File: config.mk
export PLATFORM = sky130hd
export DESIGN_NAME = reg_trace_probe
export DESIGN_NICKNAME = d
export VERILOG_FILES = /design/src/rtl/reg_trace_probe.sv
export SDC_FILE = /design/constraint.sdc
export NUM_CORES = 1
export LEC_CHECK = 0
export BUFFER_PORTS_ARGS = -buffer_cell sky130_fd_sc_hd__buf_4
export CORE_MARGIN = 3
export CORE_UTILIZATION = 50
export CTS_CLUSTER_DIAMETER = 150
export DETAILED_ROUTE_END_ITERATION = 8
export PLACE_DENSITY_LB_ADDON = 0.08
export SYNTH_ARGS = -nofsm -noshare
export SYNTH_HDL_FRONTEND = slang
export SYNTH_SLANG_ARGS = --single-unit
export TNS_END_PERCENT = 20
File: constraint.sdc
create_clock -name clk -period 7.25 [get_ports clk]
set_input_delay 0.725 -clock clk [delete_from_list [all_inputs] [get_ports clk]]
set_output_delay 0.725 -clock clk [all_outputs]
set_load 0.02 [all_outputs]
File: src/rtl/reg_trace_probe.sv
// reg_trace_probe
//   Snoops the register-file write port and records timestamped writes to a
//   selectable set of registers in a first-word-fall-through FIFO. The FIFO
//   drains through a valid/ready port. A sticky breakpoint flag is set on a
//   programmed address/data match.
//
// Ports
//   clk        system clock, all state on the rising edge
//   reset_all  asynchronous active-low reset
//   HALT       freezes the timestamp and capture; draining continues
//   rf_we      register-file write enable
//   rf_waddr   register-file write address
//   rf_wdata   register-file write data
//   watch_mask per-register capture enable (bit i = register i)
//   bp_en      breakpoint enable
//   bp_addr    breakpoint register address
//   bp_data    breakpoint data value
//   bp_clr     clears bp_hit (a same-cycle match wins)
//   tr_valid   FIFO head valid
//   tr_ready   consumer accepts head
//   tr_addr    head entry register address
//   tr_data    head entry data
//   tr_ts      head entry timestamp
//   level      current FIFO occupancy
//   drop_cnt   saturating count of entries lost to a full FIFO
//   bp_hit     sticky breakpoint flag
module reg_trace_probe #(
  parameter int unsigned DATA_W = 32,
  parameter int unsigned ADDR_W = 5,
  parameter int unsigned DEPTH  = 16,
  parameter int unsigned TS_W   = 16
) (
  input  logic                     clk,
  input  logic                     reset_all,
  input  logic                     HALT,
  input  logic                     rf_we,
  input  logic [ADDR_W-1:0]        rf_waddr,
  input  logic [DATA_W-1:0]        rf_wdata,
  input  logic [(2**ADDR_W)-1:0]   watch_mask,
  input  logic                     bp_en,
  input  logic [ADDR_W-1:0]        bp_addr,
  input  logic [DATA_W-1:0]        bp_data,
  input  logic                     bp_clr,
  output logic                     tr_valid,
  input  logic                     tr_ready,
  output logic [ADDR_W-1:0]        tr_addr,
  output logic [DATA_W-1:0]        tr_data,
  output logic [TS_W-1:0]          tr_ts,
  output logic [$clog2(DEPTH):0]   level,
  output logic [15:0]              drop_cnt,
  output logic                     bp_hit
);

  localparam int unsigned PTR_W = $clog2(DEPTH);
  localparam int unsigned LVL_W = PTR_W + 1;
  localparam int unsigned ENT_W = ADDR_W + DATA_W + TS_W;

  // Entry storage; contents are not reset, only pointers/level are.
  logic [ENT_W-1:0] r_mem [DEPTH];

  logic [PTR_W-1:0] r_wr_ptr;
  logic [PTR_W-1:0] r_rd_ptr;
  logic [LVL_W-1:0] r_level;
  logic [TS_W-1:0]  r_ts;
  logic [15:0]      r_drop_cnt;
  logic             r_bp_hit;

  logic             w_qual;
  logic             w_push_req;
  logic             w_full;
  logic             w_valid;
  logic             w_pop;
  logic             w_push;
  logic             w_drop;
  logic             w_match;
  logic [ENT_W-1:0] w_head;

  // R0 writes are architecturally discarded, so they are never traced or matched.
  assign w_qual     = rf_we & ~HALT & (rf_waddr != '0);
  assign w_push_req = w_qual & watch_mask[rf_waddr];
  assign w_full     = (r_level == LVL_W'(DEPTH));
  // Valid comes from registered occupancy only: no path from tr_ready.
  assign w_valid    = (r_level != '0);
  assign w_pop      = w_valid & tr_ready;
  // A full FIFO still accepts a push when the head leaves in the same cycle.
  assign w_push     = w_push_req & (~w_full | w_pop);
  assign w_drop     = w_push_req & w_full & ~w_pop;
  assign w_match    = bp_en & w_qual & (rf_waddr == bp_addr) & (rf_wdata == bp_data);

  always_ff @(posedge clk) begin
    if (w_push) begin
      r_mem[r_wr_ptr] <= {rf_waddr, rf_wdata, r_ts};
    end
  end

  // Pointers wrap naturally because DEPTH is a power of two.
  always_ff @(posedge clk or negedge reset_all) begin
    if (!reset_all) begin
      r_wr_ptr <= '0;
      r_rd_ptr <= '0;
      r_level  <= '0;
    end else begin
      if (w_push) begin
        r_wr_ptr <= r_wr_ptr + PTR_W'(1);
      end
      if (w_pop) begin
        r_rd_ptr <= r_rd_ptr + PTR_W'(1);
      end
      case ({w_push, w_pop})
        2'b10:   r_level <= r_level + LVL_W'(1);
        2'b01:   r_level <= r_level - LVL_W'(1);
        default: r_level <= r_level;
      endcase
    end
  end

  always_ff @(posedge clk or negedge reset_all) begin
    if (!reset_all) begin
      r_ts <= '0;
    end else if (!HALT) begin
      r_ts <= r_ts + TS_W'(1);
    end
  end

  always_ff @(posedge clk or negedge reset_all) begin
    if (!reset_all) begin
      r_drop_cnt <= '0;
    end else if (w_drop && (r_drop_cnt != '1)) begin
      r_drop_cnt <= r_drop_cnt + 16'd1;
    end
  end

  // Match takes priority over clear so a coincident hit is never lost.
  always_ff @(posedge clk or negedge reset_all) begin
    if (!reset_all) begin
      r_bp_hit <= 1'b0;
    end else if (w_match) begin
      r_bp_hit <= 1'b1;
    end else if (bp_clr) begin
      r_bp_hit <= 1'b0;
    end
  end

  assign w_head   = r_mem[r_rd_ptr];
  assign tr_valid = w_valid;
  assign tr_addr  = w_head[ENT_W-1 -: ADDR_W];
  assign tr_data  = w_head[TS_W +: DATA_W];
  assign tr_ts    = w_head[TS_W-1:0];
  assign level    = r_level;
  assign drop_cnt = r_drop_cnt;
  assign bp_hit   = r_bp_hit;

endmodule

==> results of run 1 <==
report_power, final:
| group | total, mW | internal [mW] | switching (mW) |
|---|---|---|---|
| logic | 3.93 | 2.05 | 1.88 |
| clock network | 4.63 | 2.71 | 1.91 |
| registers | 6.44 | 5.96 | 0.475 |
flip-flops by register name, summed over array words and instances (netlist names):
name,cells
drop_cnt,16
r_rd_ptr,4
r_wr_ptr,4
r_ts,16
level,5
r_mem,848
bp_hit,1
per-layer routing:
| metal | vias up | GRT usage (%) | wire (um) |
|---|---|---|---|
| met4 | 2 | 5.52 | 1440 |
| met1 | 8646 | 31.0 | 33000 |
| met2 | 495 | 35.6 | 38900 |
| met3 | 113 | 3.78 | 4550 |
| met5 | - | 0 | 11 |
| li1 | 6801 | - | - |
critical path, stage by stage (launching register included):
cell,delay (ns)
sky130_fd_sc_hd__dfrtp_4,0.94
sky130_fd_sc_hd__buf_4,0.88
sky130_fd_sc_hd__mux4_2,0.63
sky130_fd_sc_hd__mux4_2,0.52
sky130_fd_sc_hd__buf_4,0.18
worst min path at each step:
| stage | startpoint | to | cells past startpoint |
|---|---|---|---|
| after floorplan | reset_all | bp_hit | 0 |
| after global placement | drop_cnt[9] | drop_cnt[9] | 1 |
| after detailed placement | drop_cnt[6] | drop_cnt[6] | 1 |
| after CTS | reset_all | drop_cnt[9] | 1 |
| after global routing | reset_all | drop_cnt[1] | 1 |
| final | reset_all | drop_cnt[8] | 1 |
synthesized netlist by cell type (all sizes together), types with 4 or more instances:
library cell  count
edfxtp          848
mux4            271
xnor2            55
dfrtp            46
clkbuf           35
buf              32
xor2             23
nand2            21
nor2             18
nand3            16
nor3             15
nand4            13
ha               10
inv              10
nor4              7
and3              6
mux2              6
mux2i             5
nor2b             4
nor4b             4
kinds of logic after synthesis:
group	count (synthesis)	share of synthesized area [%]
DFF	894	76.2
adders and majority gates	11	0.415
AOI/OAI and AO/OA	23	0.798
and+or+nand+nor	118	1.87
xor gates and xnor gates	78	1.95
muxes	282	17.8
buffers and inverters	77	0.956
through the flow:
step | cells | power [mW] | cell area [um2] | hold slack (ns)
floorplan | 1483 | 9.13 | 35000 | 0.429
global placement | 2558 | 10.6 | 37600 | 0.485
detailed placement | 2558 | 10.6 | 37600 | 0.495
CTS | 2731 | 15.2 | 40600 | 0.118
global route | 2731 | 15.7 | 40600 | 0.161
finish | 2731 | 15.0 | 40600 | 0.127
layout make-up:
type	instances	area share, %
flip-flops and latches	894	65.6
multi-input cells	512	20.0
clock buffers	114	6.19
repair buffers	211	4.03
well taps	931	2.87
clock inverters	59	1.19
inverters	10	0.0925
cells in the final DEF (no fill, tap or decap), drive strengths merged, types with 4 or more instances in the layout:
| cell type | netlist | routed |
|---|---|---|
| and3 | 6 | 6 |
| buf | 32 | 211 |
| bufinv | 0 | 7 |
| clkbuf | 35 | 114 |
| clkinv | 0 | 43 |
| dfrtp | 46 | 46 |
| edfxtp | 848 | 848 |
| ha | 10 | 10 |
| inv | 10 | 16 |
| mux2 | 6 | 6 |
| mux2i | 5 | 5 |
| mux4 | 271 | 271 |
| nand2 | 21 | 21 |
| nand3 | 16 | 16 |
| nand4 | 13 | 13 |
| nor2 | 18 | 18 |
| nor2b | 4 | 4 |
| nor3 | 15 | 15 |
| nor4 | 7 | 7 |
| nor4b | 4 | 4 |
| xnor2 | 55 | 55 |
| xor2 | 23 | 23 |
==> metrics.txt, run 1 <==
# TYPE chip_impl_metric gauge
chip_impl_metric{name="cp_data_arrival_time",unit="ns"} 3.89
chip_impl_info{name="post-synth-top-area-cell",value="sky130_fd_sc_hd__edfxtp_1"} 1
chip_impl_metric{name="critPathMaxFanout",unit=""} 50
chip_impl_metric{name="floorplan.initialDensity",unit="%"} 50.7
chip_impl_metric{name="grt_overflow",unit=""} 0
chip_impl_metric{name="floorplan.die_area",unit="um2"} 73100
chip_impl_info{name="status",value="finished, final reports clean"} 1
chip_impl_info{name="timing.rr.start",value="level[0]"} 1
chip_impl_metric{name="grt_pass1_vias",unit=""} 17114
chip_impl_info{name="critical_path.startpoint",value="r_rd_ptr[0]"} 1
chip_impl_metric{name="post_route_cells_drive_above_1_share",unit="%"} 36.6
chip_impl_metric{name="grt_first_pass_wirelength",unit="um"} 116000
chip_impl_metric{name="multi_input_comb_area",unit="um2"} 8100
chip_impl_metric{name="syn-mean-instance-area",unit="um2"} 23.6
chip_impl_metric{name="clock_latency_at_the_later_pin_of_the_worst_skew_pair",unit="ns"} 0.63
chip_impl_info{name="hold_path.class",value="input port to async pin"} 1
chip_impl_metric{name="slack_of_the_worst_reg_to_reg_path",unit="ns"} 4.03
chip_impl_metric{name="netlist.area_leader.share",unit="%"} 72.9
chip_impl_metric{name="cts_resized",unit=""} 0
chip_impl_metric{name="n_fill_cell",unit=""} 5003
chip_impl_metric{name="grt_max_degree",unit=""} 162
chip_impl_metric{name="placement_rows",unit=""} 96
chip_impl_metric{name="timing.final.crit_period",unit="ns"} 4.62
chip_impl_info{name="path_class",value="register to output pin"} 1
chip_impl_metric{name="detail-route-antenna-nets",unit=""} 0
chip_impl_metric{name="final_min_period_over_clock_period",unit="%"} 63.7
chip_impl_metric{name="yosysWarningCount",unit=""} 0
chip_impl_metric{name="gp_routability_congestion",unit=""} 0.738
chip_impl_metric{name="setup_violations",unit=""} 0
chip_impl_metric{name="worstRegToRegCells",unit=""} 10
chip_impl_info{name="ctsRootBufferMaster",value="sky130_fd_sc_hd__clkbuf_16"} 1
chip_impl_info{name="synthTopCellsByArea",value="sky130_fd_sc_hd__edfxtp_1 73%, sky130_fd_sc_hd__mux4_2 17%, sky130_fd_sc_hd__dfrtp_1 3.3%, sky130_fd_sc_hd__xnor2_1 1.4%, sky130_fd_sc_hd__xor2_1 0.58%"} 1
chip_impl_metric{name="cts_inserted_buffers",unit=""} 93
chip_impl_metric{name="max_freq",unit="MHz"} 217
chip_impl_metric{name="boundaryPins",unit=""} 189
chip_impl_metric{name="flow.area_growth_from_synthesis",unit="%"} 16.1
chip_impl_metric{name="cts.sinks",unit=""} 894
chip_impl_metric{name="detailedPlacementHpwl",unit="um"} 40600
chip_impl_metric{name="worst_slew_margin_rel",unit="%"} 18.0
chip_impl_metric{name="required_time_of_the_worst_setup_path",unit="ns"} 6.52
chip_impl_metric{name="final.setup.tns",unit="ns"} 0
chip_impl_metric{name="synth-seq-cells",unit=""} 894
chip_impl_metric{name="totalWireLength",unit="um"} 77900
chip_impl_metric{name="post_synth_num_cell_types",unit=""} 55
chip_impl_metric{name="chipWidth",unit="um"} 270
chip_impl_metric{name="clock_tree.buffer_depth",unit=""} 3
chip_impl_metric{name="drc_violation_count_after_routing",unit=""} 0
chip_impl_metric{name="dr.first_iter.drc_count",unit=""} 1601
chip_impl_metric{name="htreeDepth",unit=""} 3
chip_impl_metric{name="fin_ws",unit="ns"} 2.63
chip_impl_metric{name="cap_violations",unit=""} 0
chip_impl_metric{name="synth_nets",unit=""} 1607
chip_impl_metric{name="power_per_cell_area",unit="nW/um2"} 370
chip_impl_metric{name="syn-cell-area",unit="um2"} 34900
chip_impl_metric{name="cts_post_setup_buffers_inserted",unit=""} 0
chip_impl_info{name="timing.rr.end",value="level[4]"} 1
chip_impl_metric{name="antenna_found_initial",unit=""} 1
chip_impl_metric{name="grt.total_usage",unit="%"} 21.8
chip_impl_metric{name="clock_pin_slew_of_the_registers_on_the_worst_case_setup_and_hold_paths",unit="ns"} 0.06
chip_impl_metric{name="fin_worst_skew",unit="ns"} 0.0128
chip_impl_metric{name="postCtsHoldBufs",unit=""} 0
chip_impl_metric{name="die-height",unit="um"} 270
chip_impl_metric{name="detail_route.wl_per_cell",unit="um"} 28.5
chip_impl_metric{name="irDropWorstVdd",unit="mV"} 0.364
chip_impl_metric{name="core-area",unit="um2"} 68900
chip_impl_info{name="cts_tree",value="done"} 1
chip_impl_metric{name="number_of_enable_flip_flop_cells_after_synthesis",unit=""} 848
chip_impl_metric{name="dp_slack",unit="ns"} 3.02
chip_impl_metric{name="nets",unit=""} 1846
chip_impl_metric{name="antennaDiodeCount",unit=""} 0
chip_impl_info{name="critPathCaptureType",value="output pin"} 1
chip_impl_metric{name="leakagePower",unit="nW"} 13.2
chip_impl_metric{name="async_reset_ff_share",unit="%"} 5.15
chip_impl_info{name="start_kind",value="register"} 1
chip_impl_metric{name="final-hold-violation-count",unit=""} 0
chip_impl_metric{name="final_core_utilization",unit="%"} 58.8
chip_impl_metric{name="syn_inst",unit=""} 1483
chip_impl_metric{name="synth_seq_area_share",unit="%"} 76.2
chip_impl_metric{name="worstMarginPinSlew",unit="ns"} 1.23
chip_impl_info{name="worstSetupEndpoint",value="tr_ts[8]"} 1
chip_impl_info{name="rsz0062_at_grt",value="no"} 1
chip_impl_metric{name="final-max-slew-violation-count",unit=""} 0
chip_impl_metric{name="drtPass1Iterations",unit=""} 5
chip_impl_metric{name="io_buffer_count",unit=""} 188
chip_impl_info{name="dominantRegCellSynth",value="sky130_fd_sc_hd__edfxtp_1"} 1
chip_impl_metric{name="num_vias",unit=""} 16057
chip_impl_metric{name="vias_per_cell",unit=""} 5.88
chip_impl_metric{name="ff_latch_area",unit="um2"} 26600
No activity file was read; power rests on OpenSTA's default activity.
==> run 2, diff against run 1 <==
==> constraint.sdc (replaced) <==
create_clock -name clk -period 4.4 [get_ports clk]
set_input_delay 0.44 -clock clk [delete_from_list [all_inputs] [get_ports clk]]
set_output_delay 0.44 -clock clk [all_outputs]
set_load 0.02 [all_outputs]
==> run 2 against run 1 <==
  * Power grew 66%
  * Clock power is 62% higher
  * Flip-flop and latch count did not move
  * Clock skew rose by 0.0017 ns
==> metrics.txt, run 2 (synthesis results as in run 1) <==
# TYPE chip_impl_metric gauge
chip_impl_metric{name="slack_of_the_worst_reg_to_reg_path",unit="ns"} 1.27
chip_impl_metric{name="num_vias",unit=""} 16240
chip_impl_metric{name="gp_routability_congestion",unit=""} 0.758
chip_impl_metric{name="final.hold.worst_slack",unit="ns"} 0.0366
chip_impl_metric{name="cts_resized",unit=""} 0
chip_impl_metric{name="htreeDepth",unit=""} 3
chip_impl_metric{name="detail-route-antenna-nets",unit=""} 0
chip_impl_metric{name="drc_violation_count_after_routing",unit=""} 0
chip_impl_metric{name="irDropWorstVdd",unit="mV"} 0.301
chip_impl_metric{name="totalWireLength",unit="um"} 79200
chip_impl_metric{name="post_route_cells_drive_above_1_share",unit="%"} 36.6
chip_impl_metric{name="final-max-slew-violation-count",unit=""} 0
chip_impl_info{name="ctsRootBufferMaster",value="sky130_fd_sc_hd__clkbuf_16"} 1
chip_impl_metric{name="totalPowerFinal",unit="mW"} 24.9
chip_impl_metric{name="dp_slack",unit="ns"} 0.750
chip_impl_metric{name="worst_slew_margin_rel",unit="%"} 32.6
chip_impl_metric{name="fin_ws",unit="ns"} 0.711
chip_impl_metric{name="dr.first_iter.drc_count",unit=""} 1571
chip_impl_metric{name="critical_path_buf_inv_count",unit=""} 2
chip_impl_metric{name="leakagePower",unit="nW"} 13.3
chip_impl_metric{name="worstRegToRegCells",unit=""} 10
chip_impl_info{name="crit_chain",value="buf_12 > mux4_2 > mux4_2 > buf_4"} 1
chip_impl_metric{name="fin_worst_skew",unit="ns"} 0.0144
chip_impl_metric{name="floorplan.die_area",unit="um2"} 73100
chip_impl_info{name="mostFrequentLayoutCell",value="sky130_fd_sc_hd__edfxtp_1"} 1
chip_impl_info{name="worst_path_most_repeated_cell",value="sky130_fd_sc_hd__mux4_2"} 1
chip_impl_info{name="start_kind",value="register"} 1
chip_impl_info{name="global_route.peak_usage_layer",value="met2"} 1
chip_impl_metric{name="postCtsHoldBufs",unit=""} 1
chip_impl_metric{name="grt_overflow",unit=""} 0
chip_impl_metric{name="nets",unit=""} 1863
chip_impl_metric{name="timing.final.crit_period",unit="ns"} 3.69
chip_impl_info{name="min_delay_worst_endpoint",value="r_ts[0]"} 1
chip_impl_metric{name="vias_per_cell",unit=""} 5.92
chip_impl_metric{name="crit_path_max_incr_delay",unit="ns"} 0.81
chip_impl_metric{name="final-hold-violation-count",unit=""} 0
chip_impl_metric{name="required_time_of_the_worst_setup_path",unit="ns"} 3.96
chip_impl_info{name="cts_tree",value="done"} 1
chip_impl_metric{name="final_min_period_over_clock_period",unit="%"} 83.8
chip_impl_metric{name="core-area",unit="um2"} 68900
chip_impl_metric{name="final_core_utilization",unit="%"} 59.2
chip_impl_metric{name="chipWidth",unit="um"} 270
chip_impl_metric{name="worstMarginPinSlew",unit="ns"} 1.00
chip_impl_metric{name="floorplan.initialDensity",unit="%"} 50.7
chip_impl_info{name="hold_path.class",value="input port to register"} 1
chip_impl_metric{name="globalRouteMet1Util",unit="%"} 32.8
chip_impl_info{name="critPathCaptureType",value="output pin"} 1
chip_impl_metric{name="clock_pin_slew_of_the_registers_on_the_worst_case_setup_and_hold_paths",unit="ns"} 0.06
chip_impl_metric{name="flow.area_growth_from_synthesis",unit="%"} 16.7
chip_impl_metric{name="instance_count_along_the_most_critical_hold_path",unit=""} 2
chip_impl_info{name="path_class",value="register to output pin"} 1
chip_impl_info{name="holdCritStartpoint",value="HALT"} 1
chip_impl_metric{name="detailedPlacementHpwl",unit="um"} 45200
chip_impl_metric{name="ff_latch_area",unit="um2"} 26600
chip_impl_metric{name="multi_input_comb_area",unit="um2"} 8130
chip_impl_metric{name="cap_violations",unit=""} 0
chip_impl_info{name="timing.rr.end",value="level[4]"} 1
chip_impl_metric{name="n_fill_cell",unit=""} 4970
chip_impl_metric{name="clock_tree.buffer_depth",unit=""} 3
chip_impl_metric{name="io_buffer_count",unit=""} 188
chip_impl_metric{name="cts_post_setup_buffers_inserted",unit=""} 0
chip_impl_metric{name="max_freq",unit="MHz"} 271
chip_impl_metric{name="cp_data_arrival_time",unit="ns"} 3.25
chip_impl_metric{name="postLayoutCellArea",unit="um2"} 40800
chip_impl_metric{name="grt_max_degree",unit=""} 93
chip_impl_metric{name="critPathMaxFanout",unit=""} 50
chip_impl_metric{name="grt_pass1_vias",unit=""} 17133
chip_impl_metric{name="grtUsageMet3",unit="%"} 4.02
chip_impl_metric{name="setup_violations",unit=""} 0
chip_impl_metric{name="grt.total_usage",unit="%"} 22.2
chip_impl_metric{name="largest_register_ff_count",unit=""} 848
chip_impl_info{name="worst_path_dominant_cell_family",value="multiplexers"} 1
chip_impl_metric{name="cts_inserted_buffers",unit=""} 90
chip_impl_metric{name="grt_first_pass_wirelength",unit="um"} 118000
chip_impl_metric{name="placement_rows",unit=""} 96
chip_impl_info{name="timing.rr.start",value="level[0]"} 1
chip_impl_metric{name="global_route.usage.met2",unit="%"} 34.5
chip_impl_metric{name="cts.sinks",unit=""} 894
chip_impl_info{name="rsz0062_at_grt",value="no"} 1
chip_impl_info{name="final_cell_mix",value="848 x sky130_fd_sc_hd__edfxtp_1, 268 x sky130_fd_sc_hd__mux4_2, 216 x sky130_fd_sc_hd__buf_4"} 1
chip_impl_metric{name="clock_latency_at_the_later_pin_of_the_worst_skew_pair",unit="ns"} 0.62
chip_impl_metric{name="drtPass1Iterations",unit=""} 5
chip_impl_metric{name="power_per_cell_area",unit="nW/um2"} 609
chip_impl_info{name="critical_path.slowest_cell",value="sky130_fd_sc_hd__dfrtp_4"} 1
chip_impl_metric{name="detail_route.wl_per_cell",unit="um"} 28.9
chip_impl_info{name="status",value="finished, final reports clean"} 1
chip_impl_metric{name="dpl-instance-area",unit="um2"} 37900
chip_impl_metric{name="antenna_found_initial",unit=""} 0
chip_impl_metric{name="antennaDiodeCount",unit=""} 0
chip_impl_metric{name="die-height",unit="um"} 270
chip_impl_info{name="top_register",value="r_mem"} 1
chip_impl_metric{name="boundaryPins",unit=""} 189
[run 2: cell types whose count changed in the layout (fill, tap and decap cells not counted), moves of 4 or more]
cell                       before  now
sky130_fd_sc_hd__buf_12         4   14
sky130_fd_sc_hd__buf_4        207  216
sky130_fd_sc_hd__clkbuf_1      15   24
sky130_fd_sc_hd__clkinv_2      21   12
sky130_fd_sc_hd__clkinv_1      21   17
[run 2: cell type report]
type	instances	share of cell area [%]
Timing Repair Buffer	231	4.69
Clock buffer	122	6.12
Sequential cell	894	65.3
Tap cell	931	2.86
Clock inverter	43	1.03
Multi-Input combinational cell	512	19.9
Inverter	10	0.0920
[run 2: worst register-to-register path: stages (launching register included)]
cell and delay (ns):
sky130_fd_sc_hd__dfrtp_1 0.46, sky130_fd_sc_hd__or4_1 0.59, sky130_fd_sc_hd__o21ai_1 0.42, sky130_fd_sc_hd__or2_1 0.18
sky130_fd_sc_hd__o32ai_2 0.14, sky130_fd_sc_hd__fa_1 0.45, sky130_fd_sc_hd__a21o_1 0.18, sky130_fd_sc_hd__a21oi_1 0.18
sky130_fd_sc_hd__nor3_1 0.06, sky130_fd_sc_hd__a22o_1 0.20, sky130_fd_sc_hd__xor2_1 0.14
[run 2: power by group]
| group | switching (mW) | internal, mW | leakage, nW |
|---|---|---|---|
| Sequential | 0.646 | 9.83 | 8.23 |
| Combinational | 3.39 | 3.47 | 3.62 |
| Clock | 3.08 | 4.44 | 1.42 |
| Total | 7.12 | 17.7 | 13.3 |
[run 2: per-layer routing]
| layer | part of all wire (%) | wire length, um |
|---|---|---|
| met1 | 44 | 34700 |
| met2 | 48 | 38100 |
| met3 | 5.8 | 4560 |
| met4 | 2.3 | 1800 |
| met5 | 0 | 0 |
[run 2: worst max-delay path by stage]
stage / to / cells past startpoint / from / slack (ns)
3_5_place_dp: r_mem[15][10] / 7 / rf_waddr[0] / 0.75
5_1_grt: tr_ts[3] / 4 / r_rd_ptr[0] / 0.54
4_1_cts: tr_ts[4] / 4 / r_rd_ptr[0] / 0.60
3_3_place_gp: r_mem[15][7] / 7 / rf_waddr[0] / 0.86
2_1_floorplan: r_mem[4][0] / 7 / rf_waddr[2] / -1.44
6_report: tr_data[18] / 4 / r_rd_ptr[0] / 0.71
[run 2: per-stage QoR]
step / cells / TNS, ns
after floorplan: 1483 / -359.15
after global placement: 2577 / 0
after detailed placement: 2577 / 0
after CTS: 2743 / 0
after global routing: 2743 / 0
final: 2743 / 0
